$ cat src/rtl/serial_operand_feeder_if.sv
// Handshake and serial-lane bundle between the operand source, the
// serial operand feeder and the bit-serial adder.
interface serial_operand_feeder_if #(
    parameter int WIDTH = 8
);
    logic             in_valid;
    logic             in_ready;
    logic [WIDTH-1:0] in_a;
    logic [WIDTH-1:0] in_b;
    logic             in_cin;
    logic             abort;
    logic             cout_fb;
    logic             start;
    logic             seq_rst;
    logic             A;
    logic             B;
    logic             CIN;
    logic             busy;
    logic             done;
    logic             carry_out;

    // Operand source side: supplies operands, abort and the adder carry.
    modport master (
        output in_valid, in_a, in_b, in_cin, abort, cout_fb,
        input  in_ready, start, seq_rst, A, B, CIN, busy, done, carry_out
    );

    // Feeder side.
    modport slave (
        input  in_valid, in_a, in_b, in_cin, abort, cout_fb,
        output in_ready, start, seq_rst, A, B, CIN, busy, done, carry_out
    );
endinterface

$ cat src/rtl/serial_operand_feeder.sv
// Serial operand feeder: accepts a WIDTH-bit operand pair plus carry-in,
// pulses start to the bit-serial adder, then streams the operands LSB-first,
// holding each bit for BIT_CYCLES clocks and looping the adder carry back.
module serial_operand_feeder #(
    parameter int WIDTH      = 8,
    parameter int BIT_CYCLES = 3
) (
    input  logic                   CLK,
    input  logic                   RST,
    serial_operand_feeder_if.slave bus
);
    localparam int BIT_W = (WIDTH > 1) ? $clog2(WIDTH) : 1;
    localparam int PH_W  = (BIT_CYCLES > 1) ? $clog2(BIT_CYCLES) : 1;
    localparam logic [BIT_W-1:0] LAST_BIT   = BIT_W'(WIDTH - 1);
    localparam logic [PH_W-1:0]  LAST_PHASE = PH_W'(BIT_CYCLES - 1);

    typedef enum logic [1:0] {
        IDLE,
        START,
        SHIFT,
        DONE
    } state_t;

    state_t            state;
    // Operand bits not yet presented; bit 0 is the next one to go out.
    logic [WIDTH-1:0]  a_sr;
    logic [WIDTH-1:0]  b_sr;
    logic [BIT_W-1:0]  bit_idx;
    logic [PH_W-1:0]   phase;
    // The carry register doubles as the CIN lane driven to the adder.
    logic              carry_reg;
    logic              start_r;
    logic              seq_rst_r;
    logic              a_r;
    logic              b_r;
    logic              busy_r;
    logic              done_r;
    logic              carry_out_r;

    // NOTE: in_ready is decoded straight from the state so an accept can
    // happen in the very first IDLE cycle; every other output is a flop.
    assign bus.in_ready  = (state == IDLE);
    assign bus.start     = start_r;
    assign bus.seq_rst   = seq_rst_r;
    assign bus.A         = a_r;
    assign bus.B         = b_r;
    assign bus.CIN       = carry_reg;
    assign bus.busy      = busy_r;
    assign bus.done      = done_r;
    assign bus.carry_out = carry_out_r;

    // Control FSM with registered outputs; abort wins over bit sequencing.
    always_ff @(posedge CLK or posedge RST) begin
        if (RST) begin
            state       <= IDLE;
            a_sr        <= '0;
            b_sr        <= '0;
            bit_idx     <= '0;
            phase       <= '0;
            carry_reg   <= 1'b0;
            start_r     <= 1'b0;
            seq_rst_r   <= 1'b0;
            a_r         <= 1'b0;
            b_r         <= 1'b0;
            busy_r      <= 1'b0;
            done_r      <= 1'b0;
            carry_out_r <= 1'b0;
        end else begin
            // NOTE: non-blocking assignments throughout, so every branch sees
            // the pre-edge values and the pulse defaults below are safely
            // overridden by later assignments in the same block.
            start_r   <= 1'b0;
            seq_rst_r <= 1'b0;
            done_r    <= 1'b0;

            if ((state == START || state == SHIFT) && bus.abort) begin
                state     <= IDLE;
                seq_rst_r <= 1'b1;
                busy_r    <= 1'b0;
                a_r       <= 1'b0;
                b_r       <= 1'b0;
                carry_reg <= 1'b0;
            end else begin
                case (state)
                    IDLE: begin
                        if (bus.in_valid) begin
                            state     <= START;
                            start_r   <= 1'b1;
                            busy_r    <= 1'b1;
                            a_sr      <= bus.in_a >> 1;
                            b_sr      <= bus.in_b >> 1;
                            a_r       <= bus.in_a[0];
                            b_r       <= bus.in_b[0];
                            carry_reg <= bus.in_cin;
                            bit_idx   <= '0;
                            phase     <= '0;
                        end
                    end

                    START: begin
                        state   <= SHIFT;
                        bit_idx <= '0;
                        phase   <= '0;
                    end

                    SHIFT: begin
                        if (phase == LAST_PHASE) begin
                            carry_reg <= bus.cout_fb;
                            phase     <= '0;
                            if (bit_idx == LAST_BIT) begin
                                state       <= DONE;
                                done_r      <= 1'b1;
                                busy_r      <= 1'b0;
                                carry_out_r <= bus.cout_fb;
                            end else begin
                                bit_idx <= bit_idx + BIT_W'(1);
                                a_r     <= a_sr[0];
                                b_r     <= b_sr[0];
                                a_sr    <= a_sr >> 1;
                                b_sr    <= b_sr >> 1;
                            end
                        end else begin
                            phase <= phase + PH_W'(1);
                        end
                    end

                    DONE: begin
                        state <= IDLE;
                    end

                    default: begin
                        state <= IDLE;
                    end
                endcase
            end
        end
    end
endmodule
$ cat src/flat_wrapper.sv
// flat-port wrapper written by rule: the top's interface ports become plain ports
module serial_operand_feeder_flat 
#(
    parameter int WIDTH      = 8,
    parameter int BIT_CYCLES = 3
)
  (CLK, RST, bus_in_valid, bus_in_a, bus_in_b, bus_in_cin, bus_abort, bus_cout_fb, bus_in_ready, bus_start, bus_seq_rst, bus_A, bus_B, bus_CIN, bus_busy, bus_done, bus_carry_out);
  serial_operand_feeder_if #(.WIDTH(WIDTH)) bus_i ();
  input  logic CLK;
  input  logic RST;
  input wire logic [$bits(bus_i.in_valid)-1:0] bus_in_valid;
  input wire logic [$bits(bus_i.in_a)-1:0] bus_in_a;
  input wire logic [$bits(bus_i.in_b)-1:0] bus_in_b;
  input wire logic [$bits(bus_i.in_cin)-1:0] bus_in_cin;
  input wire logic [$bits(bus_i.abort)-1:0] bus_abort;
  input wire logic [$bits(bus_i.cout_fb)-1:0] bus_cout_fb;
  output wire logic [$bits(bus_i.in_ready)-1:0] bus_in_ready;
  output wire logic [$bits(bus_i.start)-1:0] bus_start;
  output wire logic [$bits(bus_i.seq_rst)-1:0] bus_seq_rst;
  output wire logic [$bits(bus_i.A)-1:0] bus_A;
  output wire logic [$bits(bus_i.B)-1:0] bus_B;
  output wire logic [$bits(bus_i.CIN)-1:0] bus_CIN;
  output wire logic [$bits(bus_i.busy)-1:0] bus_busy;
  output wire logic [$bits(bus_i.done)-1:0] bus_done;
  output wire logic [$bits(bus_i.carry_out)-1:0] bus_carry_out;
  assign bus_i.in_valid = bus_in_valid;
  assign bus_i.in_a = bus_in_a;
  assign bus_i.in_b = bus_in_b;
  assign bus_i.in_cin = bus_in_cin;
  assign bus_i.abort = bus_abort;
  assign bus_i.cout_fb = bus_cout_fb;
  assign bus_in_ready = bus_i.in_ready;
  assign bus_start = bus_i.start;
  assign bus_seq_rst = bus_i.seq_rst;
  assign bus_A = bus_i.A;
  assign bus_B = bus_i.B;
  assign bus_CIN = bus_i.CIN;
  assign bus_busy = bus_i.busy;
  assign bus_done = bus_i.done;
  assign bus_carry_out = bus_i.carry_out;
  serial_operand_feeder #(.WIDTH(WIDTH), .BIT_CYCLES(BIT_CYCLES)) u_core (.CLK(CLK), .RST(RST), .bus(bus_i));
endmodule
$ cat config.mk
export PLATFORM = sky130hd
export DESIGN_NAME = serial_operand_feeder_flat
export DESIGN_NICKNAME = d
export VERILOG_FILES = /design/src/rtl/serial_operand_feeder_if.sv /design/src/rtl/serial_operand_feeder.sv /design/src/flat_wrapper.sv
export SDC_FILE = /design/constraint.sdc
export NUM_CORES = 1
export LEC_CHECK = 0
export CAP_MARGIN = 20
export CORE_MARGIN = 2
export CORE_UTILIZATION = 45
export DETAILED_ROUTE_END_ITERATION = 6
export GPL_TIMING_DRIVEN = 1
export PLACE_DENSITY_LB_ADDON = 0.12
export SLEW_MARGIN = 40
export SYNTH_ARGS = -nofsm -noshare
export SYNTH_HDL_FRONTEND = slang
export SYNTH_SLANG_ARGS = --single-unit
$ cat constraint.sdc
create_clock -name CLK -period 2.9 [get_ports CLK]
set_clock_uncertainty 0.1 [all_clocks]
set_input_delay 0.58 -clock CLK [delete_from_list [all_inputs] [get_ports CLK]]
set_output_delay 0.58 -clock CLK [all_outputs]
set_load 0.02 [all_outputs]
# ---- Word-level counts from Yosys, hierarchy flattened
# Index checks and enable logic that the tools add are counted.
# W data, S select, Z words.
dict set report classes {
  addsub 2
  n_eq_ne 12
  muxes 47
  bitwise_logic 1
  reduce_logical 14
}
# cell n
set op_table {}
lappend op_table {{$mux W8} 6}
lappend op_table {{$pmux W8 S2} 2}
lappend op_table {{$mux W1} 23}
lappend op_table {{$mux W2} 6}
lappend op_table {{$reduce_and A4 Y1} 3}
lappend op_table {{$reduce_and A5 Y1} 2}
lappend op_table {{$mux W3} 3}
lappend op_table {{$ne A3 B3 Y1 const B} 3}
lappend op_table {{$pmux W3 S3} 1}
lappend op_table {{$reduce_and A3 Y1} 3}
lappend op_table {{$pmux W1 S2} 4}
lappend op_table {{$pmux W2 S4} 1}
lappend op_table {{$eq A2 B2 Y1 const B} 3}
lappend op_table {{$ne A2 B2 Y1 const B} 3}
lappend op_table {{$pmux W2 S3} 1}
lappend op_table {{$reduce_bool A3 Y1} 2}
lappend op_table {{$add A3 B1 Y3 const B} 1}
lappend op_table {{$eq A3 B3 Y1 const B} 1}
lappend op_table {{$ne A3 B2 Y1 const B} 1}
lappend op_table {{$add A2 B1 Y2 const B} 1}
lappend op_table {{$eq A2 B1 Y1 const B} 1}
lappend op_table {{$logic_not A2 Y1} 1}
lappend op_table {{$reduce_bool A2 Y1} 1}
lappend op_table {{$logic_and A1 B1 Y1} 1}
lappend op_table {{2 further kinds} 2}
dict set report totals {
  regBits 31
  inputBits 22
}

# ---- Longest topological paths before layout
# Gate-level depths: netlist of the first run.
dict set report depth {
  word_depth 5
  mapped_depth 8
  depth_no_buf 6
}

# ---- Worst setup path after synthesis of the first run
# Ideal clock, no wire load.
dict set report synth_path {
  path_type {register to register}
  startpoint {register u_core.bit_idx[0]}
  endpoint {register u_core.a_sr[0]}
  arrival_time_ps 2001
  required_time_ps 2675
  path_slack_ps 675
  path_stages_with_launch 7
  n_path_buf 1
  synth_period_minus_slack_ps 2225
  cell_sequence {dfrtp_1 > ha_1 > ha_1 > or3b_4 > a211oi_4 > buf_6 > mux2_2}
}
dict set report synth_between {
  elab_chain_cells 3
}
# element line
set synth_lines {}
lappend synth_lines {{start: declaration} serial_operand_feeder.sv:28} ;# logic [BIT_W-1:0] bit_idx;
lappend synth_lines {{start signal: assignment} serial_operand_feeder.sv:116} ;# bit_idx <= bit_idx + BIT_W'(1);
lappend synth_lines {{$eq A3 B3 Y1} serial_operand_feeder.sv:110} ;# if (bit_idx == LAST_BIT) begin
lappend synth_lines {{$ne A2 B2 Y1 (no source line)} --}
lappend synth_lines {{$reduce_and A5 Y1 (no source line)} --}
lappend synth_lines {{end signal: assignment} serial_operand_feeder.sv:90} ;# a_sr <= bus.in_a >> 1;
lappend synth_lines {{end signal: assignment} serial_operand_feeder.sv:119} ;# a_sr <= a_sr >> 1;
lappend synth_lines {{end: declaration} serial_operand_feeder.sv:26} ;# logic [WIDTH-1:0] a_sr;
# No other way between the ends.
# A chain may end at the register's enable or synchronous reset.

# ---- Worst setup path in the final report of the first run
dict set report layout_path {
  startpoint {register u_core.state[1]}
  endpoint {register u_core.b_sr[1]}
}
dict set report layout_between {
  elab_chain_cells 5
}
# element line
set layout_lines {}
lappend layout_lines {{start: declaration} serial_operand_feeder.sv:24} ;# state_t state;
lappend layout_lines {{start signal: assignment} serial_operand_feeder.sv:55} ;# state <= IDLE;
lappend layout_lines {{start signal: assignment} serial_operand_feeder.sv:77} ;# state <= IDLE;
lappend layout_lines {{start signal: assignment} serial_operand_feeder.sv:87} ;# state <= START;
lappend layout_lines {{$eq A2 B1 Y1 / $eq A2 B2 Y1 (equally long branches)} {serial_operand_feeder.sv:76, serial_operand_feeder.sv:84}}
lappend layout_lines {{$logic_or A1 B1 Y1} serial_operand_feeder.sv:76} ;# if ((state == START || state == SHIFT) && bus.abort) begin
lappend layout_lines {{$logic_and A1 B1 Y1} serial_operand_feeder.sv:76}
lappend layout_lines {{$not A1 Y1 (no source line)} --}
lappend layout_lines {{$reduce_and A5 Y1 (no source line)} --}
lappend layout_lines {{end signal: assignment} serial_operand_feeder.sv:91} ;# b_sr <= bus.in_b >> 1;
lappend layout_lines {{end signal: assignment} serial_operand_feeder.sv:120} ;# b_sr <= b_sr >> 1;
lappend layout_lines {{end: declaration} serial_operand_feeder.sv:27} ;# logic [WIDTH-1:0] b_sr;
# Parallel ways exist; a longest one is shown, timed or not.

==> flow_metrics.tcl, run 1 <==
set metrics [dict create \
    status "finished, final reports clean" \
    netlist_top_cells_area "dfrtp_1, mux2_2, ha_1, mux2i_1, a211oi_1" \
    dr.pass1.iters 2 \
    power_density_nw_per_um2 1030 \
    swShare 0.354 \
    end_kind "flip-flop" \
    finalSetupViolations 0 \
    clockBufferDepth 2 \
    slew_headroom 0.687 \
    cp.required_ps 3010 \
    gp_congestion 0.682 \
    clock-root-buffer "clkbuf_4" \
    floorplan.initialDensity 0.464 \
    cts_hold_buf 0 \
    tns_ps 0 \
    die_y_um 62.2 \
    clock.fmax_mhz 413 \
    cts_buffers 5 \
    die_w_um 62.2 \
    grt_pass1_vias 1046 \
    post_cts_resized 0 \
    io_buffers 30 \
    tightest_slew_ps 457 \
    grt-ovfl-total 0 \
    maxCapViolCount 0 \
    path_buf_inv 3 \
    vias 1014 \
    drive_gt1_frac 0.295 \
    ant_nets 0 \
    cts_sinks 29 \
    avgRoutedWirePerCell_um 13.4 \
    synthMuxAreaShare 0.264 \
    crit_slowest_cell "dfrtp_1" \
    dr.first_iter.drc_count 24 \
    track_usage 0.162 \
    drv_slew 0 \
    htreeDepth 2 \
    yosysTopAreaCell "dfrtp_1" \
    yosys.area_share.simple 0.0805 \
    ys_ff_latch 29 \
    finalHoldViolCount 0 \
    final_cell_mix "mux2_2, clkdlybuf4s50_1, dfrtp_1" \
    synth_nets 148 \
    core_um2 3280 \
    synthCells 120 \
    synth_cell_types 31 \
    path_clk_slew_ps 80 \
    p_leak_nw 0.847 \
    p_sw_uw 703 \
    internal_power_mw 1.29 \
    vdd_ir_drop_max_mv 0.515 \
    synth_compound_area_frac 0.0944 \
    synth_top_area_frac 0.476 \
    critical_path_class "reg2reg" \
    crit_path_max_fanout 14 \
    post-route-util 0.590 \
    critPathLaunchType "flip-flop" \
    insertion_delay_ps 330 \
    synth_xor_area_frac 0 \
    cp_data_arrival_time_ps 2530 \
    syn2layout_area_growth_pct 27.3 \
    rows 21 \
    synth_fa_ha_area_frac 0.0493 \
    drcViolationCount 0 \
    hold_path_class "reg2reg" \
    clockPowerShare 0.122 \
    grt_max_degree 30 \
    io_pins 31 \
    period_minus_slack_ps 2420 \
    wl_um 2710 \
    grt_pass1_wl_um 4830 \
    antenna_found_initial 0 \
    diodes 0 \
    combPwrFrac 0.540 \
    crit_family "buffers and inverters" \
    syn-cell-area_um2 1520 \
    die-area_um2 3870 \
    cp_cell_sequence "inv_1, ha_1, nand2_1, clkinv_1, a211oi_4, buf_4, mux2_2" \
    worst_path_largest_cell_delay_ps 400 \
    synth_top_family_by_area "multiplexers" \
    dpl.hpwl_um 2040 \
    fill_cells 294 \
    via_per_inst 5.02 \
    ys_seq_area_frac 0.476 \
    rsz0062_at_grt "no" \
    cts_setup_buffers 0 \
    cts_tree "built" \
    fin_crit_sh 0.835 \
    syn_area_per_cell_um2 12.7 \
    p_seq_frac 0.338 \
    nets 184 \
    hold_ws_ps 405 \
    yosys_warnings 0 \
]
==> stage by stage <==
step | power, mW | worst slack (ps) | instances | instance area [µm²]
6_report | 1.99 | 478 | 202 | 1940
4_1_cts | 2.02 | 482 | 202 | 1940
3_5_place_dp | 1.77 | 270 | 195 | 1880
5_1_grt | 2.15 | 307 | 202 | 1940
3_3_place_gp | 1.72 | 337 | 195 | 1880
2_1_floorplan | 1.50 | 675 | 120 | 1520
==> Yosys cell counts <==
cell type / number
a211oi_1: 4
nand2b_1: 2
ha_1: 6
or2_2: 1
nand3b_1: 1
a21o_1: 2
buf_6: 1
clkinv_1: 1
a21oi_1: 3
mux2_4: 1
or3b_4: 1
inv_1: 6
nor2b_1: 4
o31ai_1: 1
mux2i_1: 5
a211oi_4: 1
nor2_1: 1
clkbuf_1: 2
o211ai_1: 2
and3_1: 1
nor3b_1: 2
buf_2: 1
a2111oi_4: 1
buf_1: 1
a21o_2: 1
or2b_1: 1
nand2_1: 6
nor3_1: 1
o21ai_0: 1
mux2_2: 30
dfrtp_1: 29
==> power by group through the flow <==
stage | sequential [mW] | combinational [mW] | clock [mW]
final | 0.672 | 1.07 | 0.242
after global routing | 0.697 | 1.18 | 0.274
after CTS | 0.675 | 1.09 | 0.252
after detailed placement | 0.684 | 1.09 | 0
after global placement | 0.672 | 1.05 | 0
after floorplan | 0.702 | 0.797 | 0
==> per-layer routing <==
layer / track usage / up-vias / wire length [µm]
met5: 0 / - / 0
met4: 0.100 / 0 / 66
met3: 0.0471 / 7 / 132
met2: 0.254 / 23 / 1320
met1: 0.196 / 487 / 1190
li1: - / 497 / -
==> state kept, by name, summed over array words and instances, names as in the netlist, 2 cells and up <==
| register | cells |
|---|---|
| u_core.bit_idx | 3 |
| u_core.a_sr | 7 |
| u_core.phase | 2 |
| u_core.state | 2 |
| u_core.b_sr | 7 |
==> area by class of cell <==
cell class | count | area (µm²) | area share
Multi-Input combinational cell | 79 | 744 | 0.384
Sequential cell | 29 | 726 | 0.374
Timing Repair Buffer | 34 | 330 | 0.170
Tap cell | 46 | 57.6 | 0.0297
Clock buffer | 7 | 55.1 | 0.0284
Inverter | 7 | 26.3 | 0.0135
==> final timing paths <==
check	start	endpoint	slack (ps)	cells past startpoint
hold / removal	u_core.b_sr[0]	u_core.b_sr[0]	410	1
min in group asynchronous	RST	u_core.bus.B	510	3
setup reg to reg	u_core.state[1]	u_core.b_sr[1]	480	7
max in group asynchronous	RST	u_core.state[0]	1920	3
setup / recovery	u_core.state[1]	u_core.b_sr[1]	480	7
hold reg to reg	u_core.b_sr[0]	u_core.b_sr[0]	410	1
==> logic make-up after synthesis <==
group           count (synthesis)
simple gates                   21
flops                          29
buf+inv                        12
mux                            36
fa+ha+maj                       6
compound gates                 16
Note: power is estimated with default switching activity, not from simulation.
==> run 2, diff against run 1 <==
==> constraint.sdc (replaced) <==
create_clock -name CLK -period 2.1 [get_ports CLK]
set_clock_uncertainty 0.1 [all_clocks]
set_input_delay 0.42 -clock CLK [delete_from_list [all_inputs] [get_ports CLK]]
set_output_delay 0.42 -clock CLK [all_outputs]
set_load 0.02 [all_outputs]
==> run 2 against run 1 <==
Against the previous run:
- the run now ends with setup timing left
- die area unchanged
- first-iteration DRC count decreased by 67%
- clock power increased by 59%
- combinational power increased by 57%
- total power increased by 50%
- hold slack got worse by 50 ps
- via count increased by 2.3%
- utilization increased by 3.3 points
- global-route usage increased by 1.2 points
- highest routed layer unchanged
- final cell count increased by 3.5%
==> flow_metrics.tcl, run 2 (synthesis gave the netlist of run 1 again) <==
set metrics [dict create \
    drive_gt1_frac 0.350 \
    cp.required_ps 2210 \
    tightest_slew_ps 361 \
    crit_path_max_fanout 14 \
    multiInputGateArea_um2 767 \
    gp_congestion 0.741 \
    diodes 0 \
    period_minus_slack_ps 2180 \
    setup_slack_ps -80.0 \
    nets 190 \
    vdd_ir_drop_max_mv 0.671 \
    path_buf_inv 1 \
    critPathLaunchType "flip-flop" \
    finalHoldViolCount 0 \
    cts_sinks 29 \
    cts_hold_buf 0 \
    insertion_delay_ps 320 \
    clock-root-buffer "clkbuf_4" \
    io_buffers 30 \
    finalSetupViolations 17 \
    fill_cells 290 \
    reg_top3 "u_core.a_sr x7, u_core.b_sr x7, u_core.bit_idx x3" \
    combPwrFrac 0.560 \
    die_w_um 62.2 \
    cts_buffers 5 \
    crit_slowest_cell "or3b_4" \
    clockPowerShare 0.128 \
    power_density_nw_per_um2 1460 \
    grt_pass1_wl_um 5260 \
    die_y_um 62.2 \
    htreeDepth 2 \
    die-area_um2 3870 \
    clockBufferDepth 2 \
    drv_slew 0 \
    p_leak_nw 0.900 \
    ant_nets 0 \
    floorplan.initialDensity 0.464 \
    dpl.hpwl_um 2090 \
    p_seq_frac 0.311 \
    core_um2 3280 \
    worst_path_largest_cell_delay_ps 430 \
    wl_um 2850 \
    hold_path_class "in2async" \
    grt_max_degree 30 \
    internal_power_mw 1.95 \
    clock.fmax_mhz 459 \
    violations "setup timing" \
    cp_cell_sequence "ha_2, ha_4, or3b_4, a211oi_4, buf_12, mux2_2" \
    via_per_inst 4.96 \
    cp_data_arrival_time_ps 2290 \
    dr.pass1.iters 4 \
    grt_pass1_vias 1129 \
    final_cell_mix "clkdlybuf4s50_1, dfrtp_1, mux2_2" \
    path_clk_slew_ps 90 \
    final-seq-area_um2 726 \
    end_kind "flip-flop" \
    cts_tree "built" \
    grt-ovfl-total 0 \
    maxCapViolCount 0 \
    post-place-ws_ps -83.6 \
    antenna_found_initial 0 \
    drcViolationCount 0 \
    slew_headroom 0.759 \
    crit_family "simple AND/OR/NAND/NOR gates" \
    rows 21 \
    io_pins 31 \
    post-route-util 0.623 \
    cts_setup_buffers 0 \
    fin_crit_sh 1.04 \
    critical_path_class "reg2reg" \
    swShare 0.346 \
    syn2layout_area_growth_pct 34.3 \
    dr.first_iter.drc_count 8 \
    rsz0062_at_grt "yes" \
    p_sw_mw 1.04 \
    status "finished with violations" \
    track_usage 0.173 \
    avgRoutedWirePerCell_um 13.6 \
    vias 1037 \
]
## run 2: changes by cell type in the layout (fill, tap and decap cells not counted), sizes merged
cell,before,now
clkdlybuf4s50,30,29
dlygate4sd2,0,1
clkinv,1,2
buf,4,10
## run 2: worst paths after layout
kind	slack, ps	depth (start not counted)	endpoint	from
max reg2reg	-80	6	u_core.b_sr[3]	u_core.bit_idx[1]
min	360	3	u_core.a_sr[2]	RST
max in group asynchronous	1280	3	u_core.state[1]	RST
min reg2reg	410	1	u_core.b_sr[0]	u_core.b_sr[0]
max	-80	6	u_core.b_sr[3]	u_core.bit_idx[1]
min in group CLK	410	1	u_core.b_sr[0]	u_core.b_sr[0]
## run 2: power by group through the flow
stage	Combinational [mW]	Sequential (mW)	Clock [mW]
global route	1.83	0.969	0.427
detailed placement	1.67	0.943	0
global placement	1.61	0.929	0
floorplan	1.11	0.970	0
finish	1.68	0.930	0.384
CTS	1.70	0.933	0.401
## run 2: metrics by stage
stage / std cells / cell area (µm²) / hold WS, ps / setup TNS (ps) / total power, mW
final: 209 / 2050 / 356 / -1120 / 2.99
after global routing: 209 / 2050 / 416 / -2160 / 3.23
after CTS: 209 / 2050 / 360 / -1330 / 3.03
after detailed placement: 201 / 1960 / 388 / -1050 / 2.62
after global placement: 201 / 1960 / 384 / -209 / 2.54
after floorplan: 120 / 1530 / 371 / -679 / 2.08
## run 2: cell type report
class                      count  share of cell area
timing repair buffer          40               0.195
multi-input combinational     79               0.375
inverter                       7              0.0134
tap                           46              0.0281
sequential                    29               0.355
clock inverter                 1             0.00244
clock buffer                   7              0.0318
## run 2: repair_timing
action,in CTS,in global routing
pin swaps,1,0
resized for setup,4,0
setup endpoints to repair,18,17
## run 2: worst reg2reg max path, cell delays in order (launching register included)
cell and delay [ps]:
dfrtp_1 390, ha_2 200, ha_4 150, or3b_4 430, a211oi_4 260, buf_12 190
mux2_2 340
## run 2: per-layer routing
layer / global-route usage / routed length, µm / up-vias
li1: - / - / 505
met1: 0.215 / 1280 / 504
met2: 0.280 / 1390 / 23
met3: 0.0489 / 127 / 5
met4: 0.0833 / 49 / 0
met5: 0 / 0 / -
==> run 3, diff against run 2 <==
--- a/config.mk
+++ b/config.mk
@@ -8,8 +8,9 @@
 export CAP_MARGIN = 20
 export CORE_MARGIN = 2
 export CORE_UTILIZATION = 45
+export CTS_CLUSTER_SIZE = 10
 export DETAILED_ROUTE_END_ITERATION = 6
-export GPL_TIMING_DRIVEN = 1
+export GPL_TIMING_DRIVEN = 0
 export PLACE_DENSITY_LB_ADDON = 0.12
 export SLEW_MARGIN = 40
 export SYNTH_ARGS = -nofsm -noshare
==> run 3 against run 2 <==
Against the previous run:
- the flow still finishes with violations (setup timing)
- die area stayed put
- flip-flop and latch count unchanged
- worst setup slack better by 14 ps
- global-route usage fell by 0.22 points
- non-clock buffer count up 2
- clock power down 12%
- first-iteration DRC count grew 88%
- count of clock-buffer cells in the layout unchanged
- hold slack gained 22 ps
- wire length is 2.1% higher
- sequential power grew 0.5%
- final cell count up 0.48%
- critical path type unchanged
- largest power group unchanged
==> flow_metrics.tcl, run 3 (synthesis gave the netlist of run 1 again) <==
set metrics [dict create \
    grt-ovfl-total 0 \
    crit_family "simple AND/OR/NAND/NOR gates" \
    path_buf_inv 1 \
    clockBufferDepth 2 \
    maxCapViolCount 0 \
    vdd_ir_drop_max_mv 0.716 \
    dp_cells 196 \
    io_pins 31 \
    syn2layout_area_growth_pct 36.9 \
    cts_hold_buf 0 \
    stdcell_area_um2 2090 \
    instances_no_fill 210 \
    finalHoldViolCount 0 \
    p_seq_frac 0.301 \
    drv_slew 0 \
    critical_path_class "reg2reg" \
    core_um2 3280 \
    gp_congestion 0.730 \
    cp_data_arrival_time_ps 2280 \
    die-area_um2 3870 \
    final_cell_mix "clkdlybuf4s50_1, dfrtp_1, mux2_2" \
    nets 192 \
    worst_path_largest_cell_delay_ps 410 \
    crit_slowest_cell "or3b_4" \
    dpl_cell_area_um2 1890 \
    finalSetupViolations 16 \
    rows 21 \
    fin_crit_sh 1.03 \
    drive_gt1_frac 0.372 \
    dpl.hpwl_um 2010 \
    p_total_mw 3.10 \
    setup_slack_ps -66.4 \
    vias 1051 \
    hold_ws_ps 378 \
    io_buffers 30 \
    p_leak_nw 0.938 \
    rsz0062_at_grt "yes" \
    ant_nets 0 \
    reg2reg_to "u_core.b_sr[2]" \
    avgRoutedWirePerCell_um 13.9 \
    via_per_inst 5.00 \
    crit_path_max_fanout 5 \
    clockPowerShare 0.109 \
    floorplan.initialDensity 0.464 \
    reg2reg_depth 6 \
    clock.fmax_mhz 462 \
    grt_pass1_wl_um 5140 \
    antenna_found_initial 0 \
    end_kind "flip-flop" \
    period_minus_slack_ps 2170 \
    cp_cell_sequence "ha_2, ha_4, or3b_4, a211oi_4, buf_6, mux2_4" \
    violations "setup timing" \
    hold_path_class "in2async" \
    htreeDepth 2 \
    critPathLaunchType "flip-flop" \
    grt_pass1_vias 1108 \
    slew_headroom 0.605 \
    wl_um 2910 \
    cts_sinks 29 \
    post-route-util 0.635 \
    grt_max_degree 30 \
    diodes 0 \
    drcViolationCount 0 \
    reg_top3 "u_core.a_sr x7, u_core.b_sr x7, u_core.bit_idx x3" \
    die_w_um 62.2 \
    internal_power_mw 2.02 \
    r2r_start "u_core.bit_idx[1]" \
    path_clk_slew_ps 90 \
    reg2reg_slack_ps -70 \
    tns_ps -809 \
    power_density_nw_per_um2 1490 \
    cts_buffers 5 \
    insertion_delay_ps 320 \
    combPwrFrac 0.590 \
    dr.pass1.iters 4 \
    post-place-ws_ps -343 \
    p_sw_mw 1.09 \
    cp.required_ps 2210 \
    clock-root-buffer "clkbuf_4" \
    tightest_slew_ps 592 \
    dr.first_iter.drc_count 15 \
    status "finished with violations" \
    swShare 0.350 \
    die_y_um 62.2 \
    track_usage 0.171 \
    cts_tree "built" \
]
-- run 3: cell types whose count changed in the layout (fill, tap and decap cells not counted), moves of 2 or more --
cell      delta
buf_4        -3
mux2_4      +12
clkinv_2     -2
buf_2        +2
mux2_2      -12
buf_12       -2
buf_6        +3
-- run 3: layout make-up --
type                            instances  area (µm²)
Inverter                                7        31.3
Fill cell                             278        1200
Multi-Input combinational cell         79         825
Timing Repair Buffer                   37         359
Tap cell                               46        57.6
Sequential cell                        29         726
Clock buffer                            7        55.1
Buffer                                  5        33.8
-- run 3: layer usage --
layer / GRT usage / share of wire
met5: 0 / 0
met2: 0.264 / 0.45
met4: 0.0583 / 0.015
met1: 0.221 / 0.47
met3: 0.0688 / 0.064
-- run 3: worst max path at each step --
stage	end	startpoint	depth (start not counted)	slack, ps
2_1_floorplan	u_core.a_sr[0]	u_core.bit_idx[0]	6	-70
3_3_place_gp	u_core.b_sr[3]	bus_abort	6	-330
3_5_place_dp	u_core.b_sr[3]	bus_abort	6	-340
4_1_cts	u_core.b_sr[3]	u_core.bit_idx[0]	6	-80
5_1_grt	u_core.bit_idx[1]	u_core.bit_idx[1]	6	-140
6_report	u_core.b_sr[2]	u_core.bit_idx[1]	6	-70
-- run 3: power by group through the flow --
stage | Combinational [mW] | Sequential (mW) | Clock (mW)
3_3_place_gp | 1.47 | 0.925 | 0
2_1_floorplan | 1.11 | 0.970 | 0
4_1_cts | 1.80 | 0.934 | 0.349
5_1_grt | 1.98 | 0.968 | 0.382
6_report | 1.83 | 0.935 | 0.338
3_5_place_dp | 1.52 | 0.942 | 0
-- run 3: repair_timing --
item / in CTS / in global routing
setup endpoints to repair: 27 / 21
hold endpoints to repair: 0 / 0
cloned: 1 / 0
resized for setup: 23 / 5
pin swaps: 3 / 2
buffers inserted: 4 / 2
